## src/rtl/uart_bus_bridge.sv

```systemverilog
// uart_bus_bridge: receives 8N1 command frames ('W' addr data / 'R' addr) and runs single
// write/read cycles on the 8-bit I/O bus. It answers with an ACK byte, the read data or a NAK.
module uart_bus_bridge #(
  parameter logic [7:0] BAUD_DIV = 8'd0,
  parameter logic [7:0] ACK_BYTE = 8'h4B,
  parameter logic [7:0] NAK_BYTE = 8'h3F
) (
  input  logic       clk,
  input  logic       rst,
  input  logic       rx,
  output logic       tx,
  output logic [7:0] address,
  output logic [7:0] dout,
  output logic       w_en,
  output logic       r_en,
  input  logic [7:0] din,
  output logic       busy,
  output logic       frame_err,
  output logic       overrun
);

  localparam logic [7:0] CmdWrite = 8'h57;
  localparam logic [7:0] CmdRead  = 8'h52;

  typedef enum logic [2:0] {RxIdle, RxStart, RxData, RxStop, RxWait} rx_state_e;
  typedef enum logic [1:0] {TxIdle, TxArm, TxRun} tx_state_e;
  typedef enum logic [2:0] {
    StCmd, StAddrW, StDataW, StBusWr, StAddrR, StBusRd, StCapture, StSend
  } cmd_state_e;

  logic [7:0] presc_q;
  logic       tick;
  logic       rx_meta_q, rx_sync_q;

  rx_state_e  rx_state_q, rx_state_d;
  logic [3:0] rx_cnt_q, rx_cnt_d;
  logic [2:0] rx_bit_q, rx_bit_d;
  logic [7:0] rx_shift_q, rx_shift_d;
  logic       rx_valid_q, rx_valid_d;
  logic       frame_err_q, frame_err_d;

  tx_state_e  tx_state_q, tx_state_d;
  logic [8:0] tx_shift_q, tx_shift_d;
  logic [3:0] tx_cnt_q, tx_cnt_d;
  logic [3:0] tx_bit_q, tx_bit_d;
  logic       tx_q, tx_d;
  logic       tx_done, tx_start;
  logic [7:0] tx_data;

  cmd_state_e cmd_q, cmd_d;
  logic [7:0] address_q, dout_q;
  logic       addr_load, dout_load;

  assign tick = (presc_q == BAUD_DIV);

  // Free-running sample-tick prescaler.
  always_ff @(posedge clk or negedge rst) begin
    if (!rst) presc_q <= '0;
    else      presc_q <= tick ? 8'd0 : presc_q + 8'd1;
  end

  // Two-flop synchronizer for the asynchronous serial input.
  always_ff @(posedge clk or negedge rst) begin
    if (!rst) begin
      rx_meta_q <= 1'b1;
      rx_sync_q <= 1'b1;
    end else begin
      rx_meta_q <= rx;
      rx_sync_q <= rx_meta_q;
    end
  end

  // Receiver state and datapath registers.
  always_ff @(posedge clk or negedge rst) begin
    if (!rst) begin
      rx_state_q  <= RxIdle;
      rx_cnt_q    <= '0;
      rx_bit_q    <= '0;
      rx_shift_q  <= '0;
      rx_valid_q  <= 1'b0;
      frame_err_q <= 1'b0;
    end else begin
      rx_state_q  <= rx_state_d;
      rx_cnt_q    <= rx_cnt_d;
      rx_bit_q    <= rx_bit_d;
      rx_shift_q  <= rx_shift_d;
      rx_valid_q  <= rx_valid_d;
      frame_err_q <= frame_err_d;
    end
  end

  // Receiver next state: mid-bit sampling, 16 ticks per bit, LSB first.
  always_comb begin
    rx_state_d  = rx_state_q;
    rx_cnt_d    = rx_cnt_q;
    rx_bit_d    = rx_bit_q;
    rx_shift_d  = rx_shift_q;
    rx_valid_d  = 1'b0;
    frame_err_d = 1'b0;
    case (rx_state_q)
      RxIdle: begin
        if (tick && !rx_sync_q) begin
          rx_state_d = RxStart;
          rx_cnt_d   = '0;
        end
      end
      RxStart: begin
        if (tick) begin
          if (rx_cnt_q == 4'd7) begin
            rx_cnt_d   = '0;
            rx_bit_d   = '0;
            // A high line at mid start bit is a glitch, not a frame.
            rx_state_d = rx_sync_q ? RxIdle : RxData;
          end else begin
            rx_cnt_d = rx_cnt_q + 4'd1;
          end
        end
      end
      RxData: begin
        if (tick) begin
          if (rx_cnt_q == 4'd15) begin
            rx_cnt_d   = '0;
            rx_shift_d = {rx_sync_q, rx_shift_q[7:1]};
            rx_bit_d   = rx_bit_q + 3'd1;
            if (rx_bit_q == 3'd7) rx_state_d = RxStop;
          end else begin
            rx_cnt_d = rx_cnt_q + 4'd1;
          end
        end
      end
      RxStop: begin
        if (tick) begin
          if (rx_cnt_q == 4'd15) begin
            rx_cnt_d = '0;
            if (rx_sync_q) begin
              rx_valid_d = 1'b1;
              rx_state_d = RxIdle;
            end else begin
              frame_err_d = 1'b1;
              rx_state_d  = RxWait;
            end
          end else begin
            rx_cnt_d = rx_cnt_q + 4'd1;
          end
        end
      end
      RxWait: begin
        if (rx_sync_q) rx_state_d = RxIdle;
      end
      default: rx_state_d = RxIdle;
    endcase
  end

  // Transmitter state and shift registers; tx idles high.
  always_ff @(posedge clk or negedge rst) begin
    if (!rst) begin
      tx_state_q <= TxIdle;
      tx_shift_q <= '1;
      tx_cnt_q   <= '0;
      tx_bit_q   <= '0;
      tx_q       <= 1'b1;
    end else begin
      tx_state_q <= tx_state_d;
      tx_shift_q <= tx_shift_d;
      tx_cnt_q   <= tx_cnt_d;
      tx_bit_q   <= tx_bit_d;
      tx_q       <= tx_d;
    end
  end

  assign tx_done = (tx_state_q == TxRun) && tick && (tx_cnt_q == 4'd15) && (tx_bit_q == 4'd9);

  // Transmitter next state: start bit at the next tick, then data LSB first and stop.
  always_comb begin
    tx_state_d = tx_state_q;
    tx_shift_d = tx_shift_q;
    tx_cnt_d   = tx_cnt_q;
    tx_bit_d   = tx_bit_q;
    tx_d       = tx_q;
    case (tx_state_q)
      TxIdle: begin
        if (tx_start) begin
          tx_shift_d = {1'b1, tx_data};
          tx_state_d = TxArm;
        end
      end
      TxArm: begin
        if (tick) begin
          tx_d       = 1'b0;
          tx_cnt_d   = '0;
          tx_bit_d   = '0;
          tx_state_d = TxRun;
        end
      end
      TxRun: begin
        if (tick) begin
          if (tx_cnt_q == 4'd15) begin
            tx_cnt_d = '0;
            if (tx_bit_q == 4'd9) begin
              tx_d       = 1'b1;
              tx_state_d = TxIdle;
            end else begin
              tx_d       = tx_shift_q[0];
              tx_shift_d = {1'b1, tx_shift_q[8:1]};
              tx_bit_d   = tx_bit_q + 4'd1;
            end
          end else begin
            tx_cnt_d = tx_cnt_q + 4'd1;
          end
        end
      end
      default: tx_state_d = TxIdle;
    endcase
  end

  // Command FSM state register.
  always_ff @(posedge clk or negedge rst) begin
    if (!rst) cmd_q <= StCmd;
    else      cmd_q <= cmd_d;
  end

  // Command FSM next state; a framing error drops a partially received command.
  always_comb begin
    cmd_d = cmd_q;
    case (cmd_q)
      StCmd: begin
        if (rx_valid_q) begin
          if (rx_shift_q == CmdWrite)     cmd_d = StAddrW;
          else if (rx_shift_q == CmdRead) cmd_d = StAddrR;
          else                            cmd_d = StSend;
        end
      end
      StAddrW: begin
        if (frame_err_q)     cmd_d = StCmd;
        else if (rx_valid_q) cmd_d = StDataW;
      end
      StDataW: begin
        if (frame_err_q)     cmd_d = StCmd;
        else if (rx_valid_q) cmd_d = StBusWr;
      end
      StBusWr: cmd_d = StSend;
      StAddrR: begin
        if (frame_err_q)     cmd_d = StCmd;
        else if (rx_valid_q) cmd_d = StBusRd;
      end
      StBusRd:   cmd_d = StCapture;
      StCapture: cmd_d = StSend;
      StSend: begin
        if (tx_done) cmd_d = StCmd;
      end
      default: cmd_d = StCmd;
    endcase
  end

  // Command FSM outputs: bus strobes, register loads, response request and status.
  always_comb begin
    w_en      = (cmd_q == StBusWr);
    r_en      = (cmd_q == StBusRd);
    addr_load = rx_valid_q && ((cmd_q == StAddrW) || (cmd_q == StAddrR));
    dout_load = rx_valid_q && (cmd_q == StDataW);
    tx_start  = 1'b0;
    tx_data   = NAK_BYTE;
    if (cmd_q == StCmd && rx_valid_q && rx_shift_q != CmdWrite && rx_shift_q != CmdRead) begin
      tx_start = 1'b1;
    end else if (cmd_q == StBusWr) begin
      tx_start = 1'b1;
      tx_data  = ACK_BYTE;
    end else if (cmd_q == StCapture) begin
      tx_start = 1'b1;
      tx_data  = din;
    end
    // Busy covers the first byte's arrival cycle and drops as the stop bit completes.
    if (cmd_q == StCmd) busy = rx_valid_q;
    else                busy = !((cmd_q == StSend) && tx_done);
    overrun = rx_valid_q && ((cmd_q == StBusWr) || (cmd_q == StBusRd) ||
                             (cmd_q == StCapture) || (cmd_q == StSend));
  end

  // Bus address and write data hold their last values between cycles.
  always_ff @(posedge clk or negedge rst) begin
    if (!rst) begin
      address_q <= '0;
      dout_q    <= '0;
    end else begin
      if (addr_load) address_q <= rx_shift_q;
      if (dout_load) dout_q    <= rx_shift_q;
    end
  end

  assign address   = address_q;
  assign dout      = dout_q;
  assign tx        = tx_q;
  assign frame_err = frame_err_q;

endmodule

```

## config.mk

```make
export PLATFORM = sky130hd
export DESIGN_NAME = uart_bus_bridge
export DESIGN_NICKNAME = d
export VERILOG_FILES = /design/src/rtl/uart_bus_bridge.sv
export SDC_FILE = /design/constraint.sdc
export NUM_CORES = 1
export LEC_CHECK = 0
export BUFFER_PORTS_ARGS = -buffer_cell sky130_fd_sc_hd__buf_2
export CORE_ASPECT_RATIO = 1.5
export CORE_MARGIN = 2
export CORE_UTILIZATION = 35
export CTS_BUF_LIST = sky130_fd_sc_hd__clkbuf_16
export CTS_CLUSTER_DIAMETER = 200
export CTS_CLUSTER_SIZE = 25
export DETAILED_ROUTE_END_ITERATION = 8
export PLACE_DENSITY_LB_ADDON = 0.25
export SLEW_MARGIN = 20
export SYNTH_ARGS = -nofsm -noshare
export SYNTH_HDL_FRONTEND = slang
export SYNTH_SLANG_ARGS = --single-unit
```

## constraint.sdc

```tcl
create_clock -name clk -period 3.9 [get_ports clk]
set_input_delay 0.585 -clock clk [delete_from_list [all_inputs] [get_ports clk]]
set_output_delay 0.585 -clock clk [all_outputs]
set_load 0.02 [all_outputs]
```

# After elaboration in Yosys (flattened, before gate mapping)
# Index checks and enable logic that the tools add are counted.
dict set report word_totals {
  register_bits 69
  latchBits 0
  mem_bits_rw 0
  rom_bits 0
  input_bits 11
  out_inout_bits 22
  wordCells 176
  n_memories 0
}
dict set report op_classes {
  addsub 5
  multipliers 0
  div_mod_pow 0
  magnitude_cmp 0
  n_eq_ne 43
  shifts 0
  muxes 74
  bitwise 0
  reduce_logical 37
}
# operator count
set ops {}
lappend ops {{$mux W3} 23}
lappend ops {{$mux W4} 11}
lappend ops {{$mux W9} 4}
lappend ops {{$mux W8} 4}
lappend ops {{$ne A2 B2 Y1 const B} 15}
lappend ops {{$reduce_and A5 Y1} 5}
lappend ops {{$pmux W3 S7} 1}
lappend ops {{$eq A3 B3 Y1 const B} 6}
lappend ops {{$pmux W9 S2} 1}
lappend ops {{$eq A8 B7 Y1 const B} 2}
lappend ops {{$mux W1} 16}
lappend ops {{$ne A8 B7 Y1 const B} 2}
lappend ops {{$pmux W4 S2} 2}
lappend ops {{$pmux W3 S5} 1}
lappend ops {{$mux W2} 7}
lappend ops {{$add A4 B1 Y4 const B} 3}
lappend ops {{$eq A3 B2 Y1 const B} 4}
lappend ops {{$eq A4 B4 Y1 const B} 3}
lappend ops {{$pmux W4 S3} 1}
lappend ops {{$logic_and A1 B1 Y1} 11}
lappend ops {{$ne A3 B3 Y1 const B} 3}
lappend ops {{$reduce_and A9 Y1} 1}
lappend ops {{$add A8 B1 Y8 const B} 1}
lappend ops {{$logic_not A8 Y1} 1}
lappend ops {{other kinds (18)} 31}

# Depth between registers and ports, before layout
# Gate-level depths: netlist (run 1).
dict set report depth {
  depth_word 7
  mapped_depth 8
  ltp_nobuf 7
}

# Worst setup path before layout (run 1)
# Ideal clock, no wire load.
dict set report synth_timing {
  path_kind {register to output}
  start {reg presc_q[0]}
  end {out busy}
  arrival_ps 1521
  t_required_ps 3315
  setup_slack_ps 1794
  path_stages_with_launch 7
  path_cell_list {dfrtp_1 > inv_1 > ha_1 > or4b_4 > nor2_4 > and3_1 > a21oi_1}
}
dict set report synth_via {
  elab_chain_len 7
}
# element line_no
set synth_lines {}
lappend synth_lines {{start, declared} 31} ;# logic [7:0] presc_q;
lappend synth_lines {{start signal, assigned} 59} ;# else presc_q <= tick ? 8'd0 : presc_q + 8'd1;
lappend synth_lines {{$logic_not A8 Y1} 54} ;# assign tick = (presc_q == BAUD_DIV);
lappend synth_lines {{$logic_and A1 B1 Y1 (3 in a row)} 171} ;# assign tx_done = (tx_state_q == TxRun) && tick && (tx_cnt_q == 4'd15) && (tx_bit_q == 4'd9);
lappend synth_lines {{$logic_and A1 B1 Y1} 274} ;# else busy = !((cmd_q == StSend) && tx_done);
lappend synth_lines {{$logic_not A1 Y1} 274}
lappend synth_lines {{$mux W1} 273} ;# if (cmd_q == StCmd) busy = rx_valid_q;
lappend synth_lines {{end, declared} 17} ;# output logic busy,
# No other way between the ends.

# Final worst setup path (run 1)
# Ends and elaborated chain as after synthesis.

==> impl_metrics.json, run 1 <==
{
  "status": "finished, final reports clean",
  "cts-resized-gates": 0,
  "setup_viol": 0,
  "antenna_cells": 0,
  "endpoint_kind": "output pin",
  "ff2ff_path_depth": 7,
  "cts-root-buf": "clkbuf_16",
  "grt_max_degree": 39,
  "final_cells": 482,
  "avgViaCountPerCell": 5.37,
  "drt_iter0_markers": 98,
  "die_h_um": 127,
  "firstDrtPassIters": 4,
  "cts_tree": "yes",
  "yosysTopAreaCell": "dfrtp_1",
  "die_x_um": 86.1,
  "finalPower_w": 0.00240,
  "clk_latency_ps": 340,
  "p_leak_nw": 1.90,
  "rows": 45,
  "period_share": 0.732,
  "ys_seq_area_frac": 0.484,
  "critPathLaunchType": "register",
  "r2r_start": "presc_q[0]",
  "regToRegSetupSlack_ps": 1540,
  "antenna_found_initial": 0,
  "synth_top_area_share": 0.403,
  "max_freq_mhz": 350,
  "slew_headroom": 0.508,
  "pin_count": 33,
  "io_buffers": 32,
  "drt_wl_total_um": 7140,
  "dr_total_vias": 2586,
  "core-area_sq_um": 9970,
  "p_per_area_nw_per_um2": 593,
  "critPathMaxFanout": 13,
  "synth_area_per_cell_sq_um": 10.6,
  "post-dp-hpwl_um": 4840,
  "finalSetupTns_ps": 0,
  "synth-seq-cells": 68,
  "synthArstFlopShare": 1.00,
  "drc_errors": 0,
  "layout_min_cycle_time_ps": 2860,
  "wire_per_inst_um": 14.8,
  "area_growth_pct": 14.4,
  "mostFrequentLayoutCell": "dfrtp_1",
  "synthCells": 335,
  "maxSlewViolCount": 0,
  "cap_violations": 0,
  "synthFlopType": "dfrtp_1",
  "synth_area_sq_um": 3540,
  "initial_core_util": 0.355,
  "hold_class": "primary input to asynchronous set/reset pin",
  "drive_gt1_frac": 0.285,
  "nets": 380,
  "cts-buffers-inserted": 9,
  "synth-edff-count": 0,
  "ant_nets": 0,
  "hold_violations": 0,
  "cp.required_ps": 3310,
  "dp.cells": 467,
  "yosysWarnings": 0,
  "synth_fp_nets": 354,
  "cts_setup_buffers": 0,
  "gp_congestion": 0.783,
  "fin_skew_ps": 5.97,
  "clk_path_buf_depth": 2,
  "grt_pass1_wl_um": 12100,
  "path_clk_slew_ps": 60,
  "critical_path_class": "register to output pin",
  "grt_usage": 0.140,
  "gr-total-overflow": 0,
  "setup_slack_ps": 1040,
  "peakVddDrop_v": 0.000256,
  "grt_pass1_vias": 2612,
  "fp.dieArea_sq_um": 11000,
  "critPathArrivalTime_ps": 2270,
  "synth.top_cells.by_area": "dfrtp_1 40%, dfstp_2 8.2%, mux2_2 7.6%",
  "tightest_slew_ps": 735,
  "rsz0062_at_grt": "no",
  "htree_levels": 3,
  "final_cell_mix": "57 x dfrtp_1, 32 x buf_2, 27 x o21ai_0",
  "cts_hold_buf": 0,
  "ys_types": 60,
  "dpl_worst_slack_ps": 1390,
  "cts_sinks": 68,
  "timing.rr.end": "tx_shift_q[6]"
}
[Yosys cell counts (5+ instances only)]
master    number
dfrtp_1       57
o21ai_0       27
a21oi_1       25
nand2_1       25
mux2_2        24
nor2_1        23
clkbuf_1      12
dfstp_2       11
nand3_1       11
and3_1         9
inv_1          9
ha_1           8
nand2b_1       8
mux2_4         7
a31oi_1        5
xnor2_1        5
xor2_1         5
[registers in the layout, summed over array words and instances (netlist names)]
| register | cells |
|---|---|
| address | 8 |
| dout | 8 |
| presc_q | 8 |
| rx_shift_q | 8 |
| tx_shift_q | 8 |
| rx_cnt_q | 4 |
| tx_bit_q | 4 |
| tx_cnt_q | 4 |
| cmd_q | 3 |
| rx_bit_q | 3 |
| rx_state_q | 3 |
| tx_state_q | 2 |
| frame_err | 1 |
| rx_meta_q | 1 |
| rx_sync_q | 1 |
| rx_valid_q | 1 |
| tx | 1 |
[layer usage]
metal | GRT usage | wire length [um] | vias to the layer above
met5 | 0 | 0 | -
met4 | 0.0812 | 149 | 0
met3 | 0.0291 | 195 | 12
met2 | 0.233 | 3670 | 31
li1 | - | - | 1263
met1 | 0.166 | 3130 | 1280
[per-stage QoR]
stage | instance area [sq um] | hold WS, ps | util
after floorplan | 3540 | 289 | -
after global placement | 3760 | 345 | 0.377
after detailed placement | 3760 | 347 | 0.377
after CTS | 4050 | 319 | 0.407
after global routing | 4050 | 335 | 0.407
final | 4050 | 298 | 0.407
[area by class of cell]
class                      instances  area (sq um)
fill                             983          5910
sequential                        68          1720
multi-input combinational        240          1700
clock buffer                       9           225
timing repair buffer              33           168
tap                              117           146
clock inverter                     6          66.3
inverter                           9          33.8
[critical path, cell delays in order (launching register included)]
cell and delay, ps:
dfrtp_1 420, inv_1 80, ha_1 130, or4b_4 500
nor2_4 310, and3_1 260, a21oi_1 90, buf_2 170
[how the worst max path moves through the flow]
| stage | start | end | slack (ps) | depth (start not counted) |
|---|---|---|---|---|
| 2_1_floorplan | presc_q[0] | busy | 1790 | 6 |
| 3_3_place_gp | presc_q[0] | busy | 1430 | 7 |
| 3_5_place_dp | presc_q[0] | busy | 1390 | 7 |
| 4_1_cts | presc_q[0] | busy | 1030 | 7 |
| 5_1_grt | presc_q[0] | busy | 940 | 7 |
| 6_report | presc_q[0] | busy | 1040 | 7 |
[report_power, final]
group / internal, W / switching (W)
registers: 0.000832 / 0.000192
logic: 0.000275 / 0.000304
clock network: 0.000490 / 0.000309
[cell families after synthesis]
logic type / Yosys count / share of synthesized area
and+or+nand+nor: 106 / 0.168
AOI/OAI and AO/OA: 84 / 0.149
DFF: 68 / 0.484
muxes: 31 / 0.106
buffers and inverters: 27 / 0.0364
xor gates and xnor gates: 10 / 0.0247
adders and majority gates: 9 / 0.0311
(Power assumes the default switching activity.)
==> run 2, diff against run 1 <==
clock period = 2.7 ns   (was 3.9 ns; I/O delays follow)
==> run 2 against run 1 <==
Against the previous run:
- first-iteration DRC count is 55% higher
- sequential share of layout area is 0.58 points lower
- global-route usage is 0.15 points higher
- critical endpoint unchanged
- hold slack worse by 130 ps
- register-to-register slack worse by 1100 ps
- cell count is 1.7% higher
==> impl_metrics.json, run 2 (synthesis gave the netlist of run 1 again) <==
{
  "status": "finished, final reports clean",
  "r2r_start": "rx_shift_q[3]",
  "cp_top_family": "simple AND/OR/NAND/NOR gates",
  "ff2ff_path_depth": 5,
  "post-dp-hpwl_um": 4870,
  "antenna_found_initial": 0,
  "fin_hold_ws_ps": 168,
  "endpoint_kind": "output pin",
  "critPathLaunchType": "register",
  "critPathArrivalTime_ps": 2110,
  "area_growth_pct": 16.0,
  "hold_violations": 0,
  "cp_cell_sequence": "inv_1 > ha_1 > or4b_4 > nor2_4 > and3_1 > a21oi_1 > buf_2",
  "cts-resized-gates": 0,
  "cts_hold_buf": 0,
  "fp.dieArea_sq_um": 11000,
  "core-area_sq_um": 9970,
  "timing.rr.end": "tx_shift_q[6]",
  "drt_iter0_markers": 152,
  "io_buffers": 32,
  "cts-buffers-inserted": 9,
  "firstDrtPassIters": 4,
  "mostFrequentLayoutCell": "dfrtp_1",
  "htree_levels": 3,
  "maxSlewViolCount": 0,
  "cp_slowest_stage_delay_ps": 500,
  "finalSetupTns_ps": 0,
  "wire_per_inst_um": 14.7,
  "die_h_um": 127,
  "tightest_slew_ps": 878,
  "dr_total_vias": 2640,
  "gp_congestion": 0.773,
  "cts_sinks": 68,
  "critPathMaxFanout": 5,
  "drc_errors": 0,
  "clk_path_buf_depth": 2,
  "period_share": 0.932,
  "final_cell_mix": "57 x dfrtp_1, 32 x buf_2, 27 x o21ai_0",
  "cp-startpoint": "presc_q[0]",
  "pin_count": 33,
  "hold_class": "primary input to register",
  "grt_max_degree": 69,
  "drt_wl_total_um": 7230,
  "critical_path_cell_count": 7,
  "cp.required_ps": 2300,
  "nets": 387,
  "cts_setup_buffers": 0,
  "clk_latency_ps": 330,
  "rsz0062_at_grt": "no",
  "grt_usage": 0.142,
  "path_clk_slew_ps": 60,
  "initial_core_util": 0.355,
  "crit_end": "busy",
  "rows": 45,
  "grt_pass1_vias": 2655,
  "fin_skew_ps": 7.87,
  "peakVddDrop_v": 0.000315,
  "critPathBufInv": 2,
  "critical_path_class": "register to output pin",
  "die_x_um": 86.1,
  "ant_nets": 0,
  "regToRegSetupSlack_ps": 430,
  "drive_gt1_frac": 0.298,
  "gr-total-overflow": 0,
  "cpMaxStageDelayCell": "or4b_4",
  "grt_pass1_wl_um": 12400,
  "p_per_area_nw_per_um2": 861,
  "cap_violations": 0,
  "cts_tree": "yes",
  "slew_headroom": 0.414,
  "setup_viol": 0,
  "cts-root-buf": "clkbuf_16",
  "avgViaCountPerCell": 5.39,
  "layout_min_cycle_time_ps": 2520,
  "max_freq_mhz": 398,
  "antenna_cells": 0,
  "p_leak_nw": 1.94
}
-- run 2: where the power goes --
| part | switching [W] | leakage, nW | total, W | internal (W) |
|---|---|---|---|---|
| sequential | 0.000181 | 0.886 | 0.00139 | 0.00120 |
| combinational | 0.000549 | 0.911 | 0.000990 | 0.000441 |
| clock | 0.000452 | 0.139 | 0.00116 | 0.000711 |
-- run 2: final cells by class --
class	instances	area, sq um
Inverter	9	33.8
Multi-Input combinational cell	240	1700
Timing Repair Buffer	40	220
Clock inverter	7	70.1
Sequential cell	68	1720
Clock buffer	9	225
Fill cell	980	5860
Tap cell	117	146
-- run 2: per-stage QoR --
stage | util | instances | power (W) | setup WS (ps) | area, sq um
6_report | 0.412 | 490 | 0.00354 | 184 | 4110
5_1_grt | 0.412 | 490 | 0.00377 | 61.5 | 4110
4_1_cts | 0.412 | 490 | 0.00358 | 172 | 4110
3_5_place_dp | 0.383 | 474 | 0.00239 | 459 | 3810
3_3_place_gp | 0.383 | 474 | 0.00237 | 487 | 3810
2_1_floorplan | - | 335 | 0.00216 | 728 | 3540
-- run 2: how the worst min path moves through the flow --
| stage | start | to | slack, ps | cells after the start |
|---|---|---|---|---|
| finish | rx | rx_meta_q | 170 | 1 |
| global route | rx | rx_meta_q | 160 | 1 |
| CTS | rx | rx_meta_q | 150 | 1 |
| detailed placement | rx_meta_q | rx_sync_q | 350 | 0 |
| global placement | rx_meta_q | rx_sync_q | 350 | 0 |
| floorplan | rst | address[0] | 110 | 0 |
-- run 2: per-layer routing --
layer / track usage / wire [um] / vias up
met1: 0.167 / 3110 / 1317
met2: 0.241 / 3730 / 40
met4: 0.0663 / 167 / 0
met3: 0.0336 / 215 / 11
met5: 0 / 0 / -
li1: - / - / 1272
